`config.mk`:
```
export PLATFORM = sky130hd
export DESIGN_NAME = reg_file_mp
export DESIGN_NICKNAME = d
export VERILOG_FILES = /design/src/rtl/reg_file_mp_pkg.sv /design/src/rtl/reg_file_mp_rdport.sv /design/src/rtl/reg_file_mp.sv
export SDC_FILE = /design/constraint.sdc
export NUM_CORES = 1
export LEC_CHECK = 0
export CAP_MARGIN = 0
export CORE_AREA = 8 8 234 236
export CTS_BUF_LIST = sky130_fd_sc_hd__clkbuf_16
export DETAILED_ROUTE_END_ITERATION = 6
export DIE_AREA = 0 0 242 244
export GPL_TIMING_DRIVEN = 0
export HOLD_SLACK_MARGIN = 0.12
export PLACE_DENSITY = 0.7
export SYNTH_ARGS = -nofsm -noshare
export SYNTH_HDL_FRONTEND = slang
export SYNTH_HIERARCHICAL = 1
export SYNTH_SLANG_ARGS = --single-unit
```
`constraint.sdc`:
```
create_clock -name clk -period 6.08 [get_ports clk]
set_input_delay 1.52 -clock clk [delete_from_list [all_inputs] [get_ports clk]]
set_output_delay 1.52 -clock clk [all_outputs]
set_load 0.02 [all_outputs]
```
`src/rtl/reg_file_mp_pkg.sv`:
```
// Shared definitions for the multi-port register file: controller states
// and the default parameter values used by the top and the read-port mux.
package reg_file_mp_pkg;

  typedef enum logic {
    CLEAR = 1'b0,
    READY = 1'b1
  } state_t;

  localparam int DEF_DATA_W   = 32;
  localparam int DEF_NUM_REGS = 16;
  localparam int DEF_NUM_RD   = 2;
  localparam int DEF_PC_IDX   = 9;

endpackage

```
`src/rtl/reg_file_mp_rdport.sv`:
```
// One combinational read port of reg_file_mp: selects pcPlus8 for the PC
// index, zero while the file is being swept, otherwise the stored value and
// its pending flag. Optional same-cycle write bypass: REG_FILE_MP_BYPASS_EN.
module reg_file_mp_rdport
  import reg_file_mp_pkg::*;
#(
  parameter int DATA_W = DEF_DATA_W,
  parameter int ADDR_W = $clog2(DEF_NUM_REGS),
  parameter int PC_IDX = DEF_PC_IDX
) (
  input  logic              isReady,
  input  logic [ADDR_W-1:0] addr,
  input  logic [DATA_W-1:0] regValue,
  input  logic              pendBit,
  input  logic [DATA_W-1:0] pcPlus8,
`ifdef REG_FILE_MP_BYPASS_EN
  input  logic              writeEnable,
  input  logic [ADDR_W-1:0] writeAddr,
  input  logic [DATA_W-1:0] writeData,
`endif
  output logic [DATA_W-1:0] data,
  output logic              busy
);

  localparam logic [ADDR_W-1:0] PC_ADDR = ADDR_W'(PC_IDX);

  logic              bypassHit;
  logic [DATA_W-1:0] bypassData;

`ifdef REG_FILE_MP_BYPASS_EN
  assign bypassHit  = writeEnable && (writeAddr == addr);
  assign bypassData = writeData;
`else
  assign bypassHit  = 1'b0;
  assign bypassData = '0;
`endif

  // PC index wins, then sweep blanking, then bypass, then stored value.
  always_comb begin
    data = '0;
    busy = 1'b0;
    if (addr == PC_ADDR) begin
      data = pcPlus8;
    end else if (isReady) begin
      if (bypassHit) begin
        data = bypassData;
      end else begin
        data = regValue;
        busy = pendBit;
      end
    end
  end

endmodule

```
`src/rtl/reg_file_mp.sv`:
```
// Multi-port register file with pending-write scoreboard. After reset or a
// clearReq pulse, a sweep zeroes one register per cycle before ready rises.
// Optional same-cycle write-to-read bypass: REG_FILE_MP_BYPASS_EN.
module reg_file_mp
  import reg_file_mp_pkg::*;
#(
  parameter int DATA_W   = DEF_DATA_W,
  parameter int NUM_REGS = DEF_NUM_REGS,
  parameter int NUM_RD   = DEF_NUM_RD,
  parameter int PC_IDX   = DEF_PC_IDX,
  parameter int ADDR_W   = $clog2(NUM_REGS)
) (
  input  logic                       clk,
  input  logic                       rst_n,
  input  logic                       writeEnable,
  input  logic [ADDR_W-1:0]          writeAddr,
  input  logic [DATA_W-1:0]          writeData,
  input  logic                       reserveEnable,
  input  logic [ADDR_W-1:0]          reserveAddr,
  input  logic                       clearReq,
  input  logic [NUM_RD*ADDR_W-1:0]   readAddr,
  output logic [NUM_RD*DATA_W-1:0]   readData,
  output logic [NUM_RD-1:0]          readBusy,
  input  logic [DATA_W-1:0]          pcPlus8,
  output logic                       ready
);

  localparam logic [ADDR_W-1:0] PC_ADDR  = ADDR_W'(PC_IDX);
  localparam logic [ADDR_W-1:0] LAST_IDX = ADDR_W'(NUM_REGS - 1);

  state_t            state;
  logic [ADDR_W-1:0] clrIdx;
  logic [DATA_W-1:0] regs [NUM_REGS];
  logic [NUM_REGS-1:0] pending;

  logic isReady;
  logic doWrite;
  logic doReserve;

  assign isReady   = (state == READY);
  assign ready     = isReady;
  assign doWrite   = isReady && !clearReq && writeEnable   && (writeAddr   != PC_ADDR);
  assign doReserve = isReady && !clearReq && reserveEnable && (reserveAddr != PC_ADDR);

  // Controller: sweep through every index once, then serve until clearReq.
  always_ff @(posedge clk) begin
    if (!rst_n) begin
      state  <= CLEAR;
      clrIdx <= '0;
    end else begin
      case (state)
        CLEAR: begin
          clrIdx <= clrIdx + 1'b1;
          if (clrIdx == LAST_IDX) state <= READY;
        end
        READY: begin
          if (clearReq) begin
            state  <= CLEAR;
            clrIdx <= '0;
          end
        end
        default: state <= CLEAR;
      endcase
    end
  end

  // Storage and scoreboard: no wide reset, the sweep does the zeroing; a
  // reserve is applied after the write so it wins on the same index.
  always_ff @(posedge clk) begin
    if (rst_n) begin
      if (!isReady) begin
        regs[clrIdx]    <= '0;
        pending[clrIdx] <= 1'b0;
      end else begin
        if (doWrite) begin
          regs[writeAddr]    <= writeData;
          pending[writeAddr] <= 1'b0;
        end
        if (doReserve) pending[reserveAddr] <= 1'b1;
      end
    end
  end

  for (genvar i = 0; i < NUM_RD; i++) begin : gRd
    logic [ADDR_W-1:0] addr;
    assign addr = readAddr[i*ADDR_W +: ADDR_W];

    reg_file_mp_rdport #(
      .DATA_W (DATA_W),
      .ADDR_W (ADDR_W),
      .PC_IDX (PC_IDX)
    ) uPort (
      .isReady     (isReady),
      .addr        (addr),
      .regValue    (regs[addr]),
      .pendBit     (pending[addr]),
      .pcPlus8     (pcPlus8),
`ifdef REG_FILE_MP_BYPASS_EN
      .writeEnable (writeEnable),
      .writeAddr   (writeAddr),
      .writeData   (writeData),
`endif
      .data        (readData[i*DATA_W +: DATA_W]),
      .busy        (readBusy[i])
    );
  end

endmodule

```
Word-level counts from Yosys, hierarchy flattened
Memory sizes are Yosys's and may differ from the RTL's.
Index checks and enable logic that the tools add are counted.
W data, S select, Z words.
{"block": "totals", "latchBits": 0, "register_bits": 21, "n_memories": 1, "ram_bits": 512, "mem_bits_ro": 0}
{"block": "classes", "order_cmp": 8, "div_mod_pow": 0, "mul": 0, "n_shift": 0, "muxes": 38, "n_bitwise": 6, "n_eq_ne": 6, "add_sub_neg": 1, "n_reduce_logical": 10}
{"name": "regs", "depth": 16, "width": 32, "read_ports": 2, "rd_ports_with_merged_regs": 0, "write_ports": 1, "line_no": "reg_file_mp.sv:33", "source": "logic [DATA_W-1:0] regs [NUM_REGS];"}
{"op": "$mux W32", "n": 5}
{"op": "$mux W16", "n": 5}
{"op": "$and A16 B16 Y16", "n": 2}
{"op": "$not A16 Y16", "n": 2}
{"op": "$reduce_or A32 Y1", "n": 1}
{"op": "$lt A4 B5 Y1 const B", "n": 5}
{"op": "$mux W1", "n": 19}
{"op": "$or A16 B16 Y16", "n": 1}
{"op": "$demux W1 S4", "n": 3}
{"op": "$eq A4 B4 Y1 const B", "n": 3}
{"op": "$ge A4 B1 Y1 const B", "n": 3}
{"op": "$bmux W1 S4", "n": 2}
{"op": "$logic_and A1 B1 Y1", "n": 8}
{"op": "$mux W4", "n": 2}
{"op": "$ne A4 B4 Y1 const B", "n": 2}
{"op": "$pmux W4 S2", "n": 1}
{"op": "$add A4 B1 Y4 const B", "n": 1}
{"op": "$ne A2 B2 Y1 const B", "n": 1}
{"op": "$pmux W1 S2", "n": 1}
{"op": "$logic_not A1 Y1", "n": 1}
{"op": "$not A1 Y1", "n": 1}

Depth between registers and ports, before layout
Gate-level depths: netlist (run 1).
{"block": "depth", "word_depth": 12, "mapped_depth": 8}

By module
The synthesis (run 1) kept the hierarchy.
{"module": "reg_file_mp", "instances": 1, "cells_each": 1288, "seq_area_each_um2": 15955.3, "area_each_um2": 24848.8}
{"module": "reg_file_mp_rdport", "instances": 2, "cells_each": 106, "seq_area_each_um2": 0.0, "area_each_um2": 669.4}

Worst setup path before layout (run 1)
No wires, ideal clock.
{"block": "synth_path", "path_kind": "in2reg", "start": "input port rst_n", "end": "memory regs[0][0] (netlist name) (enable)", "path_buffers": 1, "setup_ns": 0.472, "cell_stages": 4, "arrival_ns": 4.655, "slack_ns": 0.953, "required_ns": 5.608, "path_cell_list": "clkbuf_1 > nor2b_1 > nand2_1 > o32ai_1"}
{"block": "synth_via", "elab_chain_cells": 4, "elab_cells_between_ends": 7, "cone_classes": "mux: 6; reduce/logical: 1"}
{"item": "from (decl)", "line_no": "reg_file_mp.sv:14", "source": "input logic rst_n,"}
{"item": "$mux W1", "line_no": "reg_file_mp.sv:70", "source": "if (rst_n) begin"}
{"item": "$mux W1 (not written as such)", "line_no": "reg_file_mp.sv:76", "source": "regs[writeAddr] <= writeData;"}
{"item": "$reduce_or A32 Y1 (no source line)"}
{"item": "$mux W4 (no source line) / $mux W1 (equally long branches)"}
{"item": "to (decl)", "line_no": "reg_file_mp.sv:33"}
Parallel ways exist; a longest one is shown, timed or not.

Final worst setup path (run 1)
{"block": "layout_path", "start": "input port readAddr[5]", "end": "output port readData[48]"}
{"block": "layout_via", "elab_chain_cells": 3, "elab_cells_between_ends": 4, "cone_classes": "eq/ne: 1; mux: 2; memory: 1"}
{"item": "from (decl)", "line_no": "reg_file_mp.sv:21", "source": "input logic [NUM_RD*ADDR_W-1:0] readAddr,"}
{"item": "$mem_v2 Z16 W32"}
{"item": "$mux W32", "line_no": "reg_file_mp_rdport.sv:44", "source": "end else if (isReady) begin"}
{"item": "$mux W32 *", "line_no": "reg_file_mp_rdport.sv:42", "source": "if (addr == PC_ADDR) begin"}
{"item": "to (decl)", "line_no": "reg_file_mp.sv:22", "source": "output logic [NUM_RD*DATA_W-1:0] readData,"}
Mark *: on every way between the ends. The rest lies on a longest branch, timed or not.

==> results of run 1 <==
## power by group
group,switching (mW),internal [mW]
logic,0.351,0.265
registers,0.0237,4.03
clock network,1.41,1.81
total,1.79,6.10
## through the flow
stage / cell area, sq um / std cells
4_1_cts: 31000 / 2449
3_5_place_dp: 29300 / 2350
6_report: 31100 / 2448
3_3_place_gp: 28500 / 2327
2_1_floorplan: 26200 / 1500
5_1_grt: 31100 / 2448
## metal layers
layer  vias to the layer above  share of wire, %  GRT usage (%)  wire [um]
li1                       6661                 -              -          -
met4                         0               4.3           11.3       3370
met1                      8568                37           34.0      29000
met3                       208                11           6.16       8300
met5                         -                 0              0          0
met2                      1121                48           41.9      37100
## cell usage in the layout, fill, tap and decap left out, types with 4 or more instances in the layout
cell,synthesis,final
nor2_1,6,4
nor2b_1,11,11
mux4_2,264,264
clkbuf_1,60,27
ha_1,4,4
nand3b_1,6,6
o31ai_1,6,6
clkinv_1,0,9
clkbuf_16,0,55
edfxtp_1,528,528
clkbuf_2,0,29
buf_2,33,16
o22ai_4,0,13
nand2_1,144,144
a21oi_1,8,8
buf_16,0,11
nand2b_1,9,9
buf_12,6,14
mux2i_1,65,64
o21ai_0,8,8
buf_6,18,18
clkbuf_4,0,10
clkinvlp_4,0,4
dfxtp_1,5,5
a22oi_1,134,131
buf_8,0,4
clkinv_2,0,19
inv_1,71,79
nor3_1,8,8
nand3_1,9,9
buf_4,2,11
o32ai_1,6,4
nand4_1,10,10
clkdlybuf4s50_1,0,146
bufinv_16,0,4
and2_1,37,37
buf_1,5,4
## kinds of logic (layout without fill, tap and decap cells)
group / Yosys count / after routing / share of synthesized area (%)
multiplexers: 329 / 329 / 25.2
buffers and inverters: 195 / 463 / 3.87
AND/OR/NAND/NOR: 251 / 251 / 4.60
adder cells (fa/ha/maj): 4 / 4 / 0.191
AO/OA/AOI/OAI: 188 / 188 / 5.23
flip-flops: 533 / 533 / 60.9
## repair_timing
item	4_1_cts	5_1_grt
endpoints found under the setup margin	58	58
cloned	0	0
resized for setup	27	46
pin swaps	0	0
## path summary, 6_finish.rpt
path | start | endpoint | cells after the start
worst max register to register | ready | regs[5][12] | 4
worst min register to register | pending[9] | pending[9] | 1
worst max-delay path | readAddr[5] | readData[48] | 9
worst min-delay path | pending[9] | pending[9] | 1
## critical path: stages
cell and delay, ns:
clkdlybuf4s50_1 0.59, buf_2 0.22, clkdlybuf4s15_1 0.77, mux4_2 0.42
a22oi_1 0.21, nand2_1 0.07, nand2_1 0.09, mux2i_1 0.08
clkdlybuf4s50_1 0.54
## state kept, by name (all words and copies together), names as in the netlist
name	count
pending	16
clrIdx	4
ready	1
regs	512
## area by class of cell
type | instances | area, sq um
repair buffers | 170 | 2000
well taps | 680 | 851
flip-flops and latches | 533 | 16000
multi-input cells | 772 | 9460
plain buffers | 122 | 832
clock buffers | 55 | 1380
clock inverters | 45 | 318
inverters | 71 | 267
fillers | 3696 | 19800
==> impl_metrics.csv, run 1 <==
group,metric,value,unit
status,outcome,"complete, no violations",
sta,hold_violations,0,
finish,drive_gt1_share,27.5,%
critical_path,critPathCaptureType,"primary output",
pwr,power_density,254,mW/mm^2
pwr,p_leak,11.7,nW
placed_design,hpwl,51700,um
detailed_routing,drt_iter0_drc,1973,
detailed_routing,postRouteAntennaNets,0,
sta,fmaxAchievable,165,MHz
placed_design,place.gp.congestion,0.865,
cts,cts_made_buffers,54,
yosys,yosysMostFrequentCell,"edfxtp_1",
detailed_routing,avgRoutedWirePerCell,31.8,um
sta,tightest_slew,0.981,ns
cts,post_cts_buffers,0,
floorplanning,rows,83,
global_route,grt_max_degree,19,
detailed_routing,firstDrtPassIters,7,
yosys,synth_area,0.0262,sq mm
global_route,track_usage,26.1,%
yosys,synthTopCellsByArea,"edfxtp_1, mux4_2, a22oi_1, mux2i_1, nand2_1",
floorplanning,die_w,242,um
yosys,synth_top_cell_area_share,60.5,%
yosys,synth_seq_cells,533,
yosys,synth_common_cells,"edfxtp_1, mux4_2, nand2_1",
detailed_routing,post-route-drc-count,0,
yosys,ys_seq_area_share,60.9,%
sta,timing.hold.ws,0.672,ns
global_route,antenna_found_initial,0,
yosys,synth_edf_count,528,
cts,cts_buffer_depth,3,
floorplanning,die_height,244,um
finish,utilization,61.0,%
yosys,postSynthCellCount,1500,
cts,cts_tree,"done",
cts,cts_root_buffer,"clkbuf_16",
floorplanning,ioPinCount,152,
finish,antenna_cells,0,
yosys,synth_cell_types,41,
yosys,ys.flop_type,"edfxtp_1",
yosys,synth_nets,1589,
sta,clock-skew-final,0.0193,ns
finish,area_growth,18.6,%
sta,min_period_over_period,99.5,%
pwr,p_total,7.89,mW
critical_path,crit_path_max_fanout,10,
yosys,ys_async_sr_fraction,0,%
pwr,irDropWorstVdd,0.233,mV
flow_run,maxCapViolCount,0,
cts,cts_max_level,2,
cts,cts_num_sinks,533,
cts,clk_pin_slew_worst_paths,0.06,ns
critical_path,worstSetupPathType,"in -> out",
global_route,grt_remaining_overflow,0,
detailed_routing,routed_wl,77800,um
critical_path,required,4.56,ns
placed_design,port_buffers,147,
finish,nNetsFinal,1813,
global_route,first_global_vias,17300,
yosys,synth_warnings,6,
cts,clock_latency,0.61,ns
sta,period_minus_slack,6.05,ns
critical_path,r2r_slack,3.15,ns
cts,holdBufCountCts,0,
yosys,syn_area_per_cell,17.5,sq um
yosys,synth_top_cell_by_area,"edfxtp_1",
floorplanning,initial_utilization,51.5,%
detailed_routing,dr_total_vias,16600,
placed_design,dpl_worst_slack,-0.227,ns
min_path,hold_path_class,"reg -> reg",
sta,slew_headroom,34.6,%
global_route,grt_pass1_wl,114000,um
sta,drv_slew,0,
sta,tns,0,ns
critical_path,crit_arrival,4.53,ns
critical_path,critPathLaunchType,"input port",
sta,layout_setup_ws,0.0334,ns
detailed_routing,via_per_inst,6.76,
sta,finalSetupViolations,0,
floorplanning,fp.coreArea,0.0509,sq mm
floorplanning,die-area,0.0590,sq mm
Power figures use the tool's default switching activity.
==> run 2: changes to the inputs <==
- CAP_MARGIN: 0 -> 10
- CTS_CLUSTER_SIZE: default -> 8
- HOLD_SLACK_MARGIN: 0.12 -> 0.02
==> impl_metrics.csv, run 2 (synthesized netlist as in run 1, its figures left out) <==
group,metric,value,unit
detailed_routing,postRouteAntennaNets,0,
critical_path,crit_arrival,4.55,ns
sta,min_period_over_period,99.9,%
finish,num-fill-cells,3635,
sta,period_minus_slack,6.07,ns
pwr,p_int,6.58,mW
finish,final_common_cell,"edfxtp_1",
sta,tightest_slew,0.999,ns
cts,holdBufCountCts,0,
cts,cts_buffer_depth,3,
global_route,first_global_vias,17500,
cts,clock_latency,0.61,ns
floorplanning,initial_utilization,51.5,%
critical_path,crit_path_max_fanout,10,
pwr,pwr-share-seq,48.0,%
floorplanning,die_w,242,um
finish,largest_reg_flops,512,
cts,cts_num_sinks,533,
finish,multi_input_area,0.00946,sq mm
placed_design,dpl_worst_slack,-0.227,ns
cts,post_cts_buffers,0,
sta,slew_headroom,33.4,%
detailed_routing,firstDrtPassIters,6,
detailed_routing,routed_wl,78500,um
placed_design,dp_cells,2350,
sta,clock-skew-final,0.0162,ns
placed_design,port_buffers,147,
critical_path,max_stage_delay,0.71,ns
finish,top_register,"regs",
placed_design,place.gp.congestion,0.865,
critical_path,critPathLaunchType,"input port",
sta,drv_slew,0,
finish,utilization,61.7,%
sta,fmaxAchievable,165,MHz
floorplanning,fp.coreArea,0.0509,sq mm
min_path,hold_path_class,"reg -> reg",
cts,cts_tree,"done",
cts,cts_root_buffer,"clkbuf_16",
finish,reg_top3,"regs: 512 flops, pending: 16 flops, clrIdx: 4 flops",
finish,area_growth,20.0,%
sta,finalSetupViolations,0,
pwr,sw_frac_of_total,22.2,%
detailed_routing,drt_iter0_drc,1932,
flow_run,maxCapViolCount,0,
global_route,grt_pass1_wl,115000,um
global_route,grt_max_degree,19,
placed_design,hpwl,51700,um
detailed_routing,via_per_inst,6.83,
pwr,clock_power_share,44.7,%
global_route,track_usage,26.3,%
sta,layout_setup_ws,0.00880,ns
global_route,grt_remaining_overflow,0,
finish,mostFrequentLayoutCells,"edfxtp_1, mux4_2, clkdlybuf4s50_1",
sta,hold_violations,0,
finish,drive_gt1_share,27.8,%
floorplanning,die-area,0.0590,sq mm
finish,nNetsFinal,1835,
finish,finalNonFillerCells,2437,
pwr,p_leak,11.9,nW
critical_path,worstSetupPathType,"in -> out",
cts,clk_pin_slew_worst_paths,0.05,ns
status,outcome,"complete, no violations",
critical_path,cp_cell_sequence,"clkdlybuf4s50_1 -> nor2b_1 -> clkbuf_1 -> clkbuf_2 -> a22oi_1 -> nand2_1 -> nand2_1 -> mux2i_1 -> clkdlybuf4s50_1",
pwr,power_density,269,mW/mm^2
finish,antenna_cells,0,
pwr,p_comb_share,7.3,%
detailed_routing,avgRoutedWirePerCell,32.2,um
floorplanning,die_height,244,um
cts,cts_max_level,3,
critical_path,critPathCaptureType,"primary output",
pwr,p_total,8.46,mW
pwr,p_sw,1.88,mW
cts,cts_made_buffers,76,
detailed_routing,dr_total_vias,16600,
critical_path,cp_slowest_cell,"clkdlybuf4s50_1",
pwr,irDropWorstVdd,0.201,mV
floorplanning,ioPinCount,152,
critical_path,required,4.56,ns
sta,rsz0062_at_grt,"yes",
global_route,antenna_found_initial,0,
detailed_routing,post-route-drc-count,0,
finish,layout.area.seq,0.0160,sq mm
floorplanning,rows,83,
run 2: changes by cell type in the layout (fill, tap and decap cells not counted), moves of 2 or more:
cell | before | now
clkinv_8 | 0 | 2
clkinv_1 | 9 | 0
inv_1 | 79 | 76
clkinvlp_4 | 4 | 0
bufinv_16 | 4 | 0
clkbuf_2 | 29 | 31
clkinv_2 | 19 | 1
clkbuf_16 | 55 | 79
clkbuf_1 | 27 | 25
run 2: final cells by class:
cell class / instances / area share, %
Tap cell: 680 / 2.71
Multi-Input combinational cell: 772 / 30.1
Buffer: 122 / 2.66
Timing Repair Buffer: 170 / 6.36
Clock inverter: 10 / 0.235
Inverter: 71 / 0.848
Clock buffer: 79 / 6.29
Sequential cell: 533 / 50.8
run 2: per-stage QoR:
step	TNS, ns	hold slack (ns)	instance area (sq um)
floorplan	0	0.598	26200
global placement	-880.16	0.629	28500
detailed placement	-5.07	0.648	29300
CTS	0	0.665	31400
global route	0	0.733	31400
finish	0	0.686	31400
run 2: routing by layer:
layer / share of wire, % / vias to the layer above / global-route usage (%)
met1: 37 / 8613 / 34.0
met2: 48 / 1135 / 42.4
met5: 0 / - / 0
li1: - / 6687 / -
met4: 4.1 / 0 / 11.3
met3: 11 / 207 / 6.49
run 2: path summary, 6_finish.rpt:
path                from           end  slack, ns  cells after the start
max          readAddr[7]  readData[50]      0.009                      9
max reg2reg        ready  regs[14][17]       3.09                      4
min reg2reg   pending[9]    pending[9]       0.69                      1
min           pending[9]    pending[9]       0.69                      1
run 2: timing repair:
| item | CTS | global route |
|---|---|---|
| hold endpoints to repair | 0 | 0 |
| cloned | 0 | 0 |
| resized for setup | 29 | 47 |
| setup endpoints to repair | 58 | 58 |
run 2: critical path: cells and delay by family:
kind	cells	cell delay [ns]
AOI/OAI and AO/OA	1	0.18
buffers and inverters	4	2.26
and+or+nand+nor	3	0.40
muxes	1	0.18
run 2: power groups by stage:
stage	logic [mW]	registers [mW]	clock network [mW]
2_1_floorplan	0.347	4.12	0
3_3_place_gp	0.569	4.13	0
3_5_place_dp	0.603	4.13	0
4_1_cts	0.610	4.06	3.80
5_1_grt	0.644	4.06	3.93
6_report	0.618	4.06	3.78
